==> config.mk <==
export PLATFORM = sky130hd
export DESIGN_NAME = uart_axi_sequencer
export DESIGN_NICKNAME = d
export VERILOG_FILES = /design/src/rtl/uart_axi_sequencer.sv
export SDC_FILE = /design/constraint.sdc
export NUM_CORES = 1
export LEC_CHECK = 0
export ABC_AREA = 1
export BUFFER_PORTS_ARGS = -buffer_cell sky130_fd_sc_hd__buf_2
export CORE_MARGIN = 5
export CORE_UTILIZATION = 45
export CTS_CLUSTER_DIAMETER = 100
export DETAILED_ROUTE_END_ITERATION = 10
export GPL_ROUTABILITY_DRIVEN = 1
export GPL_TIMING_DRIVEN = 0
export PLACE_DENSITY = 0.82
export SLEW_MARGIN = 25
export SYNTH_ARGS = -nofsm -noshare
export SYNTH_HDL_FRONTEND = slang
export SYNTH_SLANG_ARGS = --single-unit
==> constraint.sdc <==
create_clock -name clk_i -period 2.65 [get_ports clk_i]
set_input_delay 0.265 -clock clk_i [delete_from_list [all_inputs] [get_ports clk_i]]
set_output_delay 0.265 -clock clk_i [all_outputs]
set_load 0.02 [all_outputs]
==> src/rtl/uart_axi_sequencer.sv <==
// uart_axi_sequencer
//   AXI-lite master that owns the UART slave. After reset it programs CTRL
//   once. It then polls STATUS and moves bytes between the byte ports and
//   the TX/RX data registers. It never writes a full TX FIFO and never reads
//   an empty RX FIFO.
// Ports
//   clk_i, rst_i        clock, synchronous active-high reset
//   m_axi_ar*/r*        read channel; arvalid is a single-cycle pulse
//   m_axi_aw*/w*/b*     write channel; awvalid and wvalid pulse together
//   read_size_o         1111 for STATUS reads, 0001 for RDATA reads
//   tx_byte_i/valid_i   byte to send; tx_ready_o when the holding reg is free
//   rx_byte_o/valid_o   received byte, held until rx_ready_i
//   err_o               one-cycle pulse on response timeout
//   init_done_o         CTRL has been programmed
//
// state    | meaning
// INIT_REQ | issue CTRL write
// INIT_RSP | wait bvalid for CTRL write
// IDLE     | count poll interval, or poll now if a tx byte is waiting
// ST_REQ   | issue STATUS read
// ST_RSP   | wait rvalid, choose TX / RX / nothing
// TX_REQ   | issue WDATA write
// TX_RSP   | wait bvalid, free tx holding register
// RX_REQ   | issue RDATA read
// RX_RSP   | wait rvalid, fill rx holding register
module uart_axi_sequencer #(
  parameter logic [31:0] UART_BASE_ADDR = 32'h2000_0000,
  parameter logic [15:0] BAUD_DIV       = 16'd868,
  parameter int unsigned POLL_INTERVAL  = 16,
  parameter int unsigned TIMEOUT        = 64
) (
  input  logic        clk_i,
  input  logic        rst_i,
  output logic [31:0] m_axi_araddr_o,
  output logic        m_axi_arvalid_o,
  input  logic        m_axi_arready_i,
  output logic        m_axi_rready_o,
  input  logic        m_axi_rvalid_i,
  input  logic [31:0] m_axi_rdata_i,
  output logic [31:0] m_axi_awaddr_o,
  output logic        m_axi_awvalid_o,
  input  logic        m_axi_awready_i,
  output logic [31:0] m_axi_wdata_o,
  output logic [3:0]  m_axi_wstrb_o,
  output logic        m_axi_wvalid_o,
  input  logic        m_axi_wready_i,
  output logic        m_axi_bready_o,
  input  logic        m_axi_bvalid_i,
  output logic [3:0]  read_size_o,
  input  logic [7:0]  tx_byte_i,
  input  logic        tx_valid_i,
  output logic        tx_ready_o,
  output logic [7:0]  rx_byte_o,
  output logic        rx_valid_o,
  input  logic        rx_ready_i,
  output logic        err_o,
  output logic        init_done_o
);

  typedef enum logic [3:0] {
    INIT_REQ, INIT_RSP, IDLE, ST_REQ, ST_RSP, TX_REQ, TX_RSP, RX_REQ, RX_RSP
  } state_t;

  localparam logic [15:0] POLL_LAST = 16'(POLL_INTERVAL - 1);
  localparam logic [15:0] TO_LAST   = 16'(TIMEOUT - 1);

  state_t      state_q, state_d;
  logic [15:0] poll_cnt_q, poll_cnt_d, to_cnt_q, to_cnt_d;
  logic [31:0] araddr_q, araddr_d, awaddr_q, awaddr_d, wdata_q, wdata_d;
  logic [3:0]  wstrb_q, wstrb_d, read_size_q, read_size_d;
  logic        arvalid_q, arvalid_d, rready_q, rready_d;
  logic        awvalid_q, awvalid_d, wvalid_q, wvalid_d, bready_q, bready_d;
  logic [7:0]  tx_hold_q, tx_hold_d, rx_hold_q, rx_hold_d;
  logic        tx_full_q, tx_full_d, tx_ready_q, tx_ready_d;
  logic        rx_full_q, rx_full_d, err_q, err_d;
  logic        init_done_q, init_done_d, prio_q, prio_d;

  logic r_done, b_done, tmo, tx_elig, rx_elig;

  // Handshake-only inputs: the slave is always ready.
  logic unused_in;
  assign unused_in = &{1'b0, m_axi_arready_i, m_axi_awready_i, m_axi_wready_i,
                       m_axi_rdata_i[31:8]};

  assign r_done  = rready_q && m_axi_rvalid_i;
  assign b_done  = bready_q && m_axi_bvalid_i;
  assign tmo     = (to_cnt_q == TO_LAST);
  // rdata[3:0] = {rx_empty, rx_full, tx_empty, tx_full}
  assign tx_elig = tx_full_q && !m_axi_rdata_i[0];
  assign rx_elig = !m_axi_rdata_i[3] && !rx_full_q;

  always_comb begin
    state_d     = state_q;
    poll_cnt_d  = '0;
    to_cnt_d    = to_cnt_q + 16'd1;
    araddr_d    = araddr_q;
    awaddr_d    = awaddr_q;
    wdata_d     = wdata_q;
    wstrb_d     = wstrb_q;
    read_size_d = read_size_q;
    arvalid_d   = 1'b0;
    awvalid_d   = 1'b0;
    wvalid_d    = 1'b0;
    rready_d    = rready_q && !m_axi_rvalid_i;
    bready_d    = bready_q && !m_axi_bvalid_i;
    tx_hold_d   = tx_hold_q;
    tx_full_d   = tx_full_q;
    rx_hold_d   = rx_hold_q;
    rx_full_d   = rx_full_q;
    err_d       = 1'b0;
    init_done_d = init_done_q;
    prio_d      = prio_q;

    if (tx_valid_i && tx_ready_q) begin
      tx_hold_d = tx_byte_i;
      tx_full_d = 1'b1;
    end
    if (rx_full_q && rx_ready_i) rx_full_d = 1'b0;

    case (state_q)
      INIT_REQ: begin
        awaddr_d  = UART_BASE_ADDR;
        wdata_d   = {BAUD_DIV, 14'b0, 2'b11};
        wstrb_d   = 4'b1111;
        awvalid_d = 1'b1;
        wvalid_d  = 1'b1;
        bready_d  = 1'b1;
        to_cnt_d  = '0;
        state_d   = INIT_RSP;
      end
      INIT_RSP: begin
        if (b_done) begin
          init_done_d = 1'b1;
          state_d     = IDLE;
        end else if (tmo) begin
          err_d    = 1'b1;
          bready_d = 1'b0;
          state_d  = INIT_REQ;
        end
      end
      IDLE: begin
        if (tx_full_q || poll_cnt_q == POLL_LAST) state_d = ST_REQ;
        else poll_cnt_d = poll_cnt_q + 16'd1;
      end
      ST_REQ, RX_REQ: begin
        araddr_d    = UART_BASE_ADDR + ((state_q == ST_REQ) ? 32'h4 : 32'h8);
        read_size_d = (state_q == ST_REQ) ? 4'b1111 : 4'b0001;
        arvalid_d   = 1'b1;
        rready_d    = 1'b1;
        to_cnt_d    = '0;
        state_d     = (state_q == ST_REQ) ? ST_RSP : RX_RSP;
      end
      ST_RSP: begin
        if (r_done) begin
          // prio_q = 1 means TX was the last side served in a tie.
          if (tx_elig && rx_elig) begin
            state_d = prio_q ? RX_REQ : TX_REQ;
            prio_d  = !prio_q;
          end else if (tx_elig) state_d = TX_REQ;
          else if (rx_elig)     state_d = RX_REQ;
          else                  state_d = IDLE;
        end else if (tmo) begin
          err_d    = 1'b1;
          rready_d = 1'b0;
          state_d  = IDLE;
        end
      end
      TX_REQ: begin
        awaddr_d  = UART_BASE_ADDR + 32'hC;
        wdata_d   = {24'b0, tx_hold_q};
        wstrb_d   = 4'b0001;
        awvalid_d = 1'b1;
        wvalid_d  = 1'b1;
        bready_d  = 1'b1;
        to_cnt_d  = '0;
        state_d   = TX_RSP;
      end
      TX_RSP: begin
        if (b_done) begin
          tx_full_d = 1'b0;
          state_d   = IDLE;
        end else if (tmo) begin
          err_d    = 1'b1;
          bready_d = 1'b0;
          state_d  = IDLE;
        end
      end
      RX_RSP: begin
        if (r_done) begin
          rx_hold_d = m_axi_rdata_i[7:0];
          rx_full_d = 1'b1;
          state_d   = IDLE;
        end else if (tmo) begin
          err_d    = 1'b1;
          rready_d = 1'b0;
          state_d  = IDLE;
        end
      end
      default: state_d = INIT_REQ;
    endcase

    tx_ready_d = init_done_d && !tx_full_d;
  end

  always_ff @(posedge clk_i) begin
    if (rst_i) begin
      state_q     <= INIT_REQ;
      poll_cnt_q  <= '0;
      to_cnt_q    <= '0;
      araddr_q    <= '0;
      awaddr_q    <= '0;
      wdata_q     <= '0;
      wstrb_q     <= '0;
      read_size_q <= '0;
      arvalid_q   <= 1'b0;
      awvalid_q   <= 1'b0;
      wvalid_q    <= 1'b0;
      rready_q    <= 1'b0;
      bready_q    <= 1'b0;
      tx_hold_q   <= '0;
      tx_full_q   <= 1'b0;
      tx_ready_q  <= 1'b0;
      rx_hold_q   <= '0;
      rx_full_q   <= 1'b0;
      err_q       <= 1'b0;
      init_done_q <= 1'b0;
      prio_q      <= 1'b0;
    end else begin
      state_q     <= state_d;
      poll_cnt_q  <= poll_cnt_d;
      to_cnt_q    <= to_cnt_d;
      araddr_q    <= araddr_d;
      awaddr_q    <= awaddr_d;
      wdata_q     <= wdata_d;
      wstrb_q     <= wstrb_d;
      read_size_q <= read_size_d;
      arvalid_q   <= arvalid_d;
      awvalid_q   <= awvalid_d;
      wvalid_q    <= wvalid_d;
      rready_q    <= rready_d;
      bready_q    <= bready_d;
      tx_hold_q   <= tx_hold_d;
      tx_full_q   <= tx_full_d;
      tx_ready_q  <= tx_ready_d;
      rx_hold_q   <= rx_hold_d;
      rx_full_q   <= rx_full_d;
      err_q       <= err_d;
      init_done_q <= init_done_d;
      prio_q      <= prio_d;
    end
  end

  assign m_axi_araddr_o  = araddr_q;
  assign m_axi_arvalid_o = arvalid_q;
  assign m_axi_rready_o  = rready_q;
  assign m_axi_awaddr_o  = awaddr_q;
  assign m_axi_awvalid_o = awvalid_q;
  assign m_axi_wdata_o   = wdata_q;
  assign m_axi_wstrb_o   = wstrb_q;
  assign m_axi_wvalid_o  = wvalid_q;
  assign m_axi_bready_o  = bready_q;
  assign read_size_o     = read_size_q;
  assign tx_ready_o      = tx_ready_q;
  assign rx_byte_o       = rx_hold_q;
  assign rx_valid_o      = rx_full_q;
  assign err_o           = err_q;
  assign init_done_o     = init_done_q;

endmodule

## Word level (Yosys, flattened, before mapping)

Cells that the tools add are included.

- Bits in registers: 166
- Bits of input ports: 49
- Output and inout bits: 121
- Word-level logic and storage cells: 103

- $add $sub $neg: 3
- Equality and inequality tests: 12
- Mux-type cells: 38
- Bitwise logic cells: 1
- Reductions and logical operators: 29

Operators with widths:

| kind | number |
|---|---|
| $pmux 32 s2 | 2 |
| $mux 4 | 10 |
| $add 16x1->16 const B | 2 |
| $pmux 4 s8 | 1 |
| $add 30x4->31 const A | 1 |
| $mux 1 | 17 |
| $eq 16x4->1 const B | 1 |
| $eq 16x6->1 const B | 1 |
| $eq 4x3->1 const B | 4 |
| $logic_and 1x1->1 | 10 |
| $mux 3 | 3 |
| $eq 4x2->1 const B | 2 |
| $pmux 4 s2 | 1 |
| $reduce_or 2->1 | 4 |
| $logic_not 1->1 | 7 |
| $pmux 1 s2 | 3 |
| $reduce_or 5->1 | 1 |
| $eq 4x1->1 const B | 1 |
| $eq 4x4->1 const B | 1 |
| $logic_not 4->1 | 1 |
| $reduce_and 2->1 | 2 |
| $ne 3x3->1 const B | 1 |
| $reduce_and 3->1 | 1 |
| $reduce_or 3->1 | 1 |
| 5 further kinds | 5 |

## Depth between registers and ports, before layout

Gate-level depths: netlist (run 1).

- Depth in word-level cells: 7
- Depth in mapped cells: 9
- Mapped depth without buffers: 9

## Least setup slack after synthesis (run 1)

Ideal clock, no wire load.

- Path type: flip-flop to flip-flop
- Start point: reg rready_q (netlist: m_axi_rready_o)
- End point: reg rx_hold_q[0] (netlist: rx_byte_o[0])
- Library setup time: 134 ps
- Data arrival time: 1218 ps
- Required time: 2516 ps
- Slack: 1299 ps
- Stages on the path, launching flop included: 7
- Buffers on the path: 1
- Period minus slack after synthesis: 1351 ps
- Cells stage by stage: dfxtp_1 > nand2_1 > inv_1 > clkbuf_1 > nand2_2 > nand2_1 > a21oi_1

- Longest elaborated chain between the ends: 2

Ends and longest elaborated chain:

| item | RTL line | source |
|---|---|---|
| from (decl) | 71 | `logic arvalid_q, arvalid_d, rready_q, rready_d;` |
| from (signal assigned) | 240 | `rready_q <= rready_d;` |
| $logic_and 1x1->1 | 85 | `assign r_done = rready_q && m_axi_rvalid_i;` |
| $reduce_and 2->1 (no line) | - |  |
| to (signal assigned) | 245 | `rx_hold_q <= rx_hold_d;` |
| to (decl) | 73 | `logic [7:0] tx_hold_q, tx_hold_d, rx_hold_q, rx_hold_d;` |

No other way between the ends.
A chain may end at the register's enable or synchronous reset.

## Final worst setup path (run 1)

- Start point: reg to_cnt_q[0]
- End point: reg err_q (netlist: err_o)

- Longest elaborated chain between the ends: 4
- Elaborated cells between the ends (all ways): 5
- Classes of those cells: 1 x eq/ne; 4 x mux

Ends and longest elaborated chain:

| item | RTL line | source |
|---|---|---|
| from (decl) | 68 | `logic [15:0] poll_cnt_q, poll_cnt_d, to_cnt_q, to_cnt_d;` |
| from (signal assigned) | 231 | `to_cnt_q <= to_cnt_d;` |
| $eq 16x6->1 * | 87 | `assign tmo = (to_cnt_q == TO_LAST);` |
| $mux 1 * | - |  |
| $mux 1, on equally long branches | 154, 179 |  |
| $pmux 1 s2 * | 120 | `case (state_q)` |
| to (signal assigned) | 247 | `err_q <= err_d;` |
| to (decl) | 75 | `logic rx_full_q, rx_full_d, err_q, err_d;` |

Every way passes the cells marked *; elsewhere a longest branch is shown, timed or not.

==> flow_summary.json, run 1 <==
{
  "via_per_inst": 4.48,
  "cp_top_family": "simple AND/OR/NAND/NOR gates",
  "globalplace.congestion": 0.912,
  "first_global_vias": 3501,
  "drtIter0Drc": 130,
  "status": "finished clean",
  "nets": 747,
  "cp_num_buf_inv": 0,
  "wl_met3_um": 932,
  "r2r_slack_ns": 0.99,
  "synth_edf_count": 0,
  "p_comb_share_pct": 16.5,
  "die_y_um": 105,
  "routed-wl-met2_mm": 4.44,
  "postCtsSetupBuffers": 0,
  "fin_skew_ns": 0.00732,
  "die-area_um2": 11100,
  "dp_cells": 793,
  "finalHoldViolCount": 0,
  "initial_core_util_pct": 46.5,
  "layoutNonFillerInstCount": 809,
  "syn_inst": 545,
  "syn2layout_area_growth_pct": 24.0,
  "reg2reg_from": "to_cnt_q[0]$_SDFF_PP0_",
  "htree_levels": 3,
  "n_antenna_cell": 0,
  "grt_pass1_wl_mm": 15.5,
  "cp-start-kind": "flip-flop",
  "root_buffer": "clkbuf_8",
  "slowest_delay_ns": 0.40,
  "ctsResizeCount": 0,
  "clockPowerShare_pct": 38.6,
  "layout_commonest_cell": "buf_4",
  "ir_drop_mv": 0.322,
  "gr-total-overflow": 0,
  "firstDrtPassIters": 4,
  "fin_util_pct": 57.6,
  "antenna_found_initial": 0,
  "final_cell_mix": "buf_4 (91), nand2_1 (90), nor2_1 (81), conb_1 (77), dfxtp_1 (76)",
  "ys_ff_latch": 76,
  "core.rowCount": 34,
  "ff_latch_area_um2": 1520,
  "crit_chain": "ha_1 -> nand3_1 -> nor2_1 -> nand2_1 -> o21ai_1 -> nand2_1 -> nor2_1",
  "wl_mm": 9.10,
  "ys_seq_area_share_pct": 37.3,
  "port_buffers": 64,
  "cts_hold_buf": 0,
  "cp.arrival_ns": 1.92,
  "layout-drive-gt1-share_pct": 30.2,
  "grt_usage_pct": 16.7,
  "ff2ff_path_depth": 7,
  "tns_ns": 0,
  "min_from": "tx_byte_i[2]",
  "switchingPower_uw": 703,
  "clk_pin_slew_worst_paths_ns": 0.07,
  "p_int_mw": 1.94,
  "p_seq_share_pct": 44.9,
  "cts-buffers-inserted": 9,
  "hold_path.class": "input pin to flip-flop",
  "fillCellCount": 841,
  "wire_per_inst_um": 11.2,
  "async_reset_ff_share_pct": 0,
  "worst-setup-path-type": "flip-flop to flip-flop",
  "synth_area_um2": 4070,
  "cts.path.max_buffers": 2,
  "holdPathEnd": "tx_hold_q[2]$_SDFFE_PP0P_",
  "leakage_nw": 2.42,
  "power_density_nw_per_um2": 524,
  "grt_max_degree": 13,
  "slew_headroom_pct": 62.4,
  "clock_latency_ns": 0.35,
  "ys.warnings.count": 0,
  "final_area_um2": 5050,
  "via_count": 3625,
  "die_width_um": 105,
  "fmax_mhz": 602,
  "wl_met1_mm": 3.61,
  "fin_crit_ns": 1.66,
  "drc_errors": 0,
  "top_layer": "met4",
  "multi_input_area_um2": 1920,
  "core-area_um2": 8760,
  "cp.required_ns": 2.91,
  "ios": 170,
  "synth_top_flop_cell": "dfxtp_1",
  "rsz0062_at_grt": "no",
  "p_sw_share_pct": 26.6,
  "dp_hpwl_mm": 7.14,
  "ant_nets": 0,
  "path_max_fanout": 5,
  "r2r_end": "err_o$_SDFF_PP0_",
  "fin_crit_sh_pct": 62.7,
  "cp-end-kind": "flip-flop",
  "placed_cell_area_um2": 4810,
  "avgSynthCellArea_um2": 7.48,
  "drv_slew": 0,
  "synth_cell_types": 38,
  "cts_sinks": 76,
  "critPathSlowestCell": "dfxtp_1",
  "report.final.setup_viol": 0,
  "tightestPinTransition_ns": 0.564,
  "cts_tree": "done",
  "drv_cap": 0,
  "holdPathStages": 3,
  "holdWs_ns": 0.165
}
## per-stage QoR
stage,total power [mW],setup WS (ns)
floorplan,1.56,1.30
global placement,1.64,1.05
detailed placement,1.64,1.01
CTS,2.66,0.988
global route,2.77,0.807
finish,2.65,0.989
## routing by layer
layer	vias up	track usage [%]
li1	1876	-
met4	0	5.57
met2	135	28.6
met5	-	0
met1	1602	18.6
met3	12	7.03
## how the worst max path moves through the flow
stage	startpoint	end	slack (ns)	depth (start not counted)
6_report	to_cnt_q[0]$_SDFF_PP0_	err_o$_SDFF_PP0_	0.99	7
5_1_grt	to_cnt_q[0]$_SDFF_PP0_	err_o$_SDFF_PP0_	0.81	7
4_1_cts	to_cnt_q[0]$_SDFF_PP0_	err_o$_SDFF_PP0_	0.99	7
3_5_place_dp	to_cnt_q[0]$_SDFF_PP0_	err_o$_SDFF_PP0_	1.01	7
3_3_place_gp	to_cnt_q[0]$_SDFF_PP0_	err_o$_SDFF_PP0_	1.05	7
2_1_floorplan	m_axi_rready_o$_SDFF_PP0_	rx_byte_o[0]$_SDFFE_PP0P_	1.30	6
## worst register-to-register path, cell delays in order (launching register included)
cell,delay (ns)
dfxtp_1,0.40
ha_1,0.21
nand3_1,0.14
nor2_1,0.24
nand2_1,0.19
o21ai_1,0.16
nand2_1,0.06
nor2_1,0.18
## flip-flops by register name, summed over array words and instances (netlist names), 2 cells and up
signal and count:
m_axi_wdata_o 8, m_axi_wstrb_o 2, poll_cnt_q 16, read_size_o 2, rx_byte_o 8, state_q 4
to_cnt_q 16, tx_hold_q 8
## cell usage after synthesis (all sizes together), types with 3 or more instances
cell | number | area share (%)
nor2 | 86 | 8.7
or2 | 3 | 0.46
nor3b | 3 | 0.55
o21ai | 16 | 2.0
xor2 | 8 | 1.7
buf | 96 | 18
clkbuf | 5 | 0.46
nor3 | 7 | 0.98
nand2 | 101 | 10
a21oi | 38 | 5.5
dfxtp | 76 | 37
nand3 | 37 | 5.3
xnor2 | 3 | 0.65
inv | 40 | 3.8
nand4 | 12 | 1.8
clkinv | 3 | 0.28
## power groups by stage
stage / Combinational, mW / Clock (mW) / Sequential (mW)
CTS: 0.430 / 1.05 / 1.19
global placement: 0.425 / 0 / 1.21
finish: 0.435 / 1.02 / 1.19
floorplan: 0.337 / 0 / 1.23
global route: 0.474 / 1.10 / 1.19
detailed placement: 0.429 / 0 / 1.21
## area by class of cell
cell class	instances	share of cell area, %
Multi-Input combinational cell	401	38.0
Sequential cell	76	30.1
Buffer	101	14.9
Timing Repair Buffer	64	6.34
Clock buffer	13	3.34
Inverter	43	3.29
Tap cell	108	2.68
Clock inverter	3	1.34
## logic make-up after synthesis
family | synth area share, %
adders and majority gates | 0.614
and+or+nand+nor | 28.6
AOI/OAI and AO/OA | 8.48
xor gates and xnor gates | 2.37
DFF | 37.3
buffers and inverters | 22.5
other | 0.0920
Note: power is estimated with default switching activity, not from simulation.
==> run 2, diff against run 1 <==
CORE_UTILIZATION = 44   (was 45)
PLACE_DENSITY = 0.83   (was 0.82)
clock period = 1.5 ns   (was 2.65 ns; I/O delays follow)
==> flow_summary.json, run 2 (synthesis results as in run 1) <==
{
  "status": "finished clean",
  "clk_pin_slew_worst_paths_ns": 0.08,
  "layout_commonest_cell": "buf_4",
  "slew_headroom_pct": 58.9,
  "report.final.setup_viol": 0,
  "switchingPower_mw": 1.31,
  "via_per_inst": 4.47,
  "drtIter0Drc": 197,
  "cts_tree": "done",
  "grt_max_degree": 14,
  "p_comb_share_pct": 17.3,
  "fin_skew_ns": 0.0149,
  "cp-startpoint": "poll_cnt_q[4]$_SDFF_PP0_",
  "layout-drive-gt1-share_pct": 33.0,
  "ios": 170,
  "holdPathEnd": "tx_hold_q[4]$_SDFFE_PP0P_",
  "dp_cells": 796,
  "p_sw_share_pct": 28.3,
  "drv_cap": 0,
  "power_density_nw_per_um2": 891,
  "worst-setup-path-type": "flip-flop to flip-flop",
  "die_y_um": 106,
  "fin_util_pct": 56.7,
  "p_seq_share_pct": 45.4,
  "drc_errors": 0,
  "grt_pass1_wl_mm": 14.8,
  "grt_usage_pct": 16.0,
  "cts.path.max_buffers": 2,
  "die-area_um2": 11300,
  "min_from": "tx_byte_i[4]",
  "rsz0062_at_grt": "no",
  "clockPowerShare_pct": 37.3,
  "layoutNonFillerInstCount": 817,
  "r2r_slack_ns": 0.1,
  "cts_sinks": 76,
  "final_cell_mix": "buf_4 (94), nand2_1 (86), nor2_1 (78), conb_1 (77), dfxtp_1 (71)",
  "tns_ns": 0,
  "cp-end-kind": "flip-flop",
  "path_max_fanout": 4,
  "fmax_mhz": 713,
  "leakage_nw": 2.46,
  "core-area_um2": 9150,
  "ant_nets": 0,
  "clock_latency_ns": 0.35,
  "r2r_end": "poll_cnt_q[10]$_SDFF_PP0_",
  "dp_hpwl_mm": 6.98,
  "htree_levels": 3,
  "finalHoldViolCount": 0,
  "root_buffer": "clkbuf_8",
  "holdPathStages": 3,
  "nets": 752,
  "first_global_vias": 3327,
  "wire_per_inst_um": 11.4,
  "reg.largest.list": "poll_cnt_q: 16 flops, to_cnt_q: 16 flops",
  "p_int_mw": 3.31,
  "cp.arrival_ns": 1.69,
  "final_area_um2": 5190,
  "holdWs_ns": 0.0474,
  "initial_core_util_pct": 44.5,
  "gr-total-overflow": 0,
  "cts-buffers-inserted": 9,
  "globalplace.congestion": 0.912,
  "fin_crit_sh_pct": 93.5,
  "port_buffers": 64,
  "drv_slew": 0,
  "firstDrtPassIters": 5,
  "fin_crit_ns": 1.40,
  "placed_cell_area_um2": 4820,
  "ir_drop_mv": 0.583,
  "ff2ff_path_depth": 7,
  "core.rowCount": 35,
  "reg2reg_from": "poll_cnt_q[4]$_SDFF_PP0_",
  "via_count": 3654,
  "cp-start-kind": "flip-flop",
  "antenna_found_initial": 0,
  "n_antenna_cell": 0,
  "cp.required_ns": 1.79,
  "syn2layout_area_growth_pct": 27.3,
  "wl_mm": 9.35,
  "tightestPinTransition_ns": 0.617,
  "hold_path.class": "input pin to flip-flop",
  "die_width_um": 106
}
## run 2: cell count changes in the layout (fill, tap and decap cells not counted), sizes merged
cell	change
buf	+4
clkbuf	-2
clkinvlp	+2
clkinv	+1
## run 2: worst max path at each step
stage	end	slack, ns	cells after the start
floorplan	rx_byte_o[0]$_SDFFE_PP0P_	0.15	6
global placement	to_cnt_q[14]$_SDFF_PP0_	-0.03	6
detailed placement	to_cnt_q[14]$_SDFF_PP0_	-0.03	6
CTS	poll_cnt_q[10]$_SDFF_PP0_	0.02	8
global route	to_cnt_q[10]$_SDFF_PP0_	0.005	7
finish	poll_cnt_q[10]$_SDFF_PP0_	0.1	7
## run 2: layout make-up
type | count | area [um^2]
Clock buffer | 10 | 128
Fill cell | 849 | 3970
Inverter | 43 | 173
Multi-Input combinational cell | 401 | 1990
Timing Repair Buffer | 69 | 388
Buffer | 101 | 757
Clock inverter | 6 | 88.8
Tap cell | 111 | 139
Sequential cell | 76 | 1530
## run 2: metrics by stage
step	setup WS (ns)	power [mW]
after floorplan	0.149	2.76
after global placement	-0.0290	2.90
after detailed placement	-0.0285	2.91
after CTS	0.0247	4.60
after global routing	0.00494	4.78
final	0.0977	4.62
## run 2: critical path: stages (launching register included)
cell	delay, ns
dfxtp_1	0.40
nand2_1	0.16
nor2_2	0.18
nand2_2	0.11
inv_2	0.08
nand2_1	0.08
or2_0	0.22
a21oi_1	0.12
## run 2: layer usage
metal | vias to the layer above | wire length, um | track usage [%]
met5 | - | 0 | 0
met4 | 0 | 241 | 6.11
met3 | 27 | 764 | 4.68
met2 | 154 | 4360 | 26.7
met1 | 1577 | 3990 | 19.4
li1 | 1896 | - | -
## run 2: repair_timing
| action | 4_1_cts | 5_1_grt |
|---|---|---|
| setup buffers | 1 | 3 |
| endpoints found under the setup margin | 17 | 36 |
| cloned | 0 | 1 |
| hold endpoints to repair | 0 | 0 |
| pin swaps | 2 | 2 |
| gates resized for setup | 8 | 19 |
| hold buffers | 0 | 0 |
## run 2: power by group through the flow
stage          sequential (mW)  combinational, mW  clock, mW
6_report                  2.10              0.799       1.72
5_1_grt                   2.11              0.860       1.81
4_1_cts                   2.10              0.769       1.73
3_5_place_dp              2.14              0.765          0
3_3_place_gp              2.14              0.758          0
2_1_floorplan             2.17              0.596          0
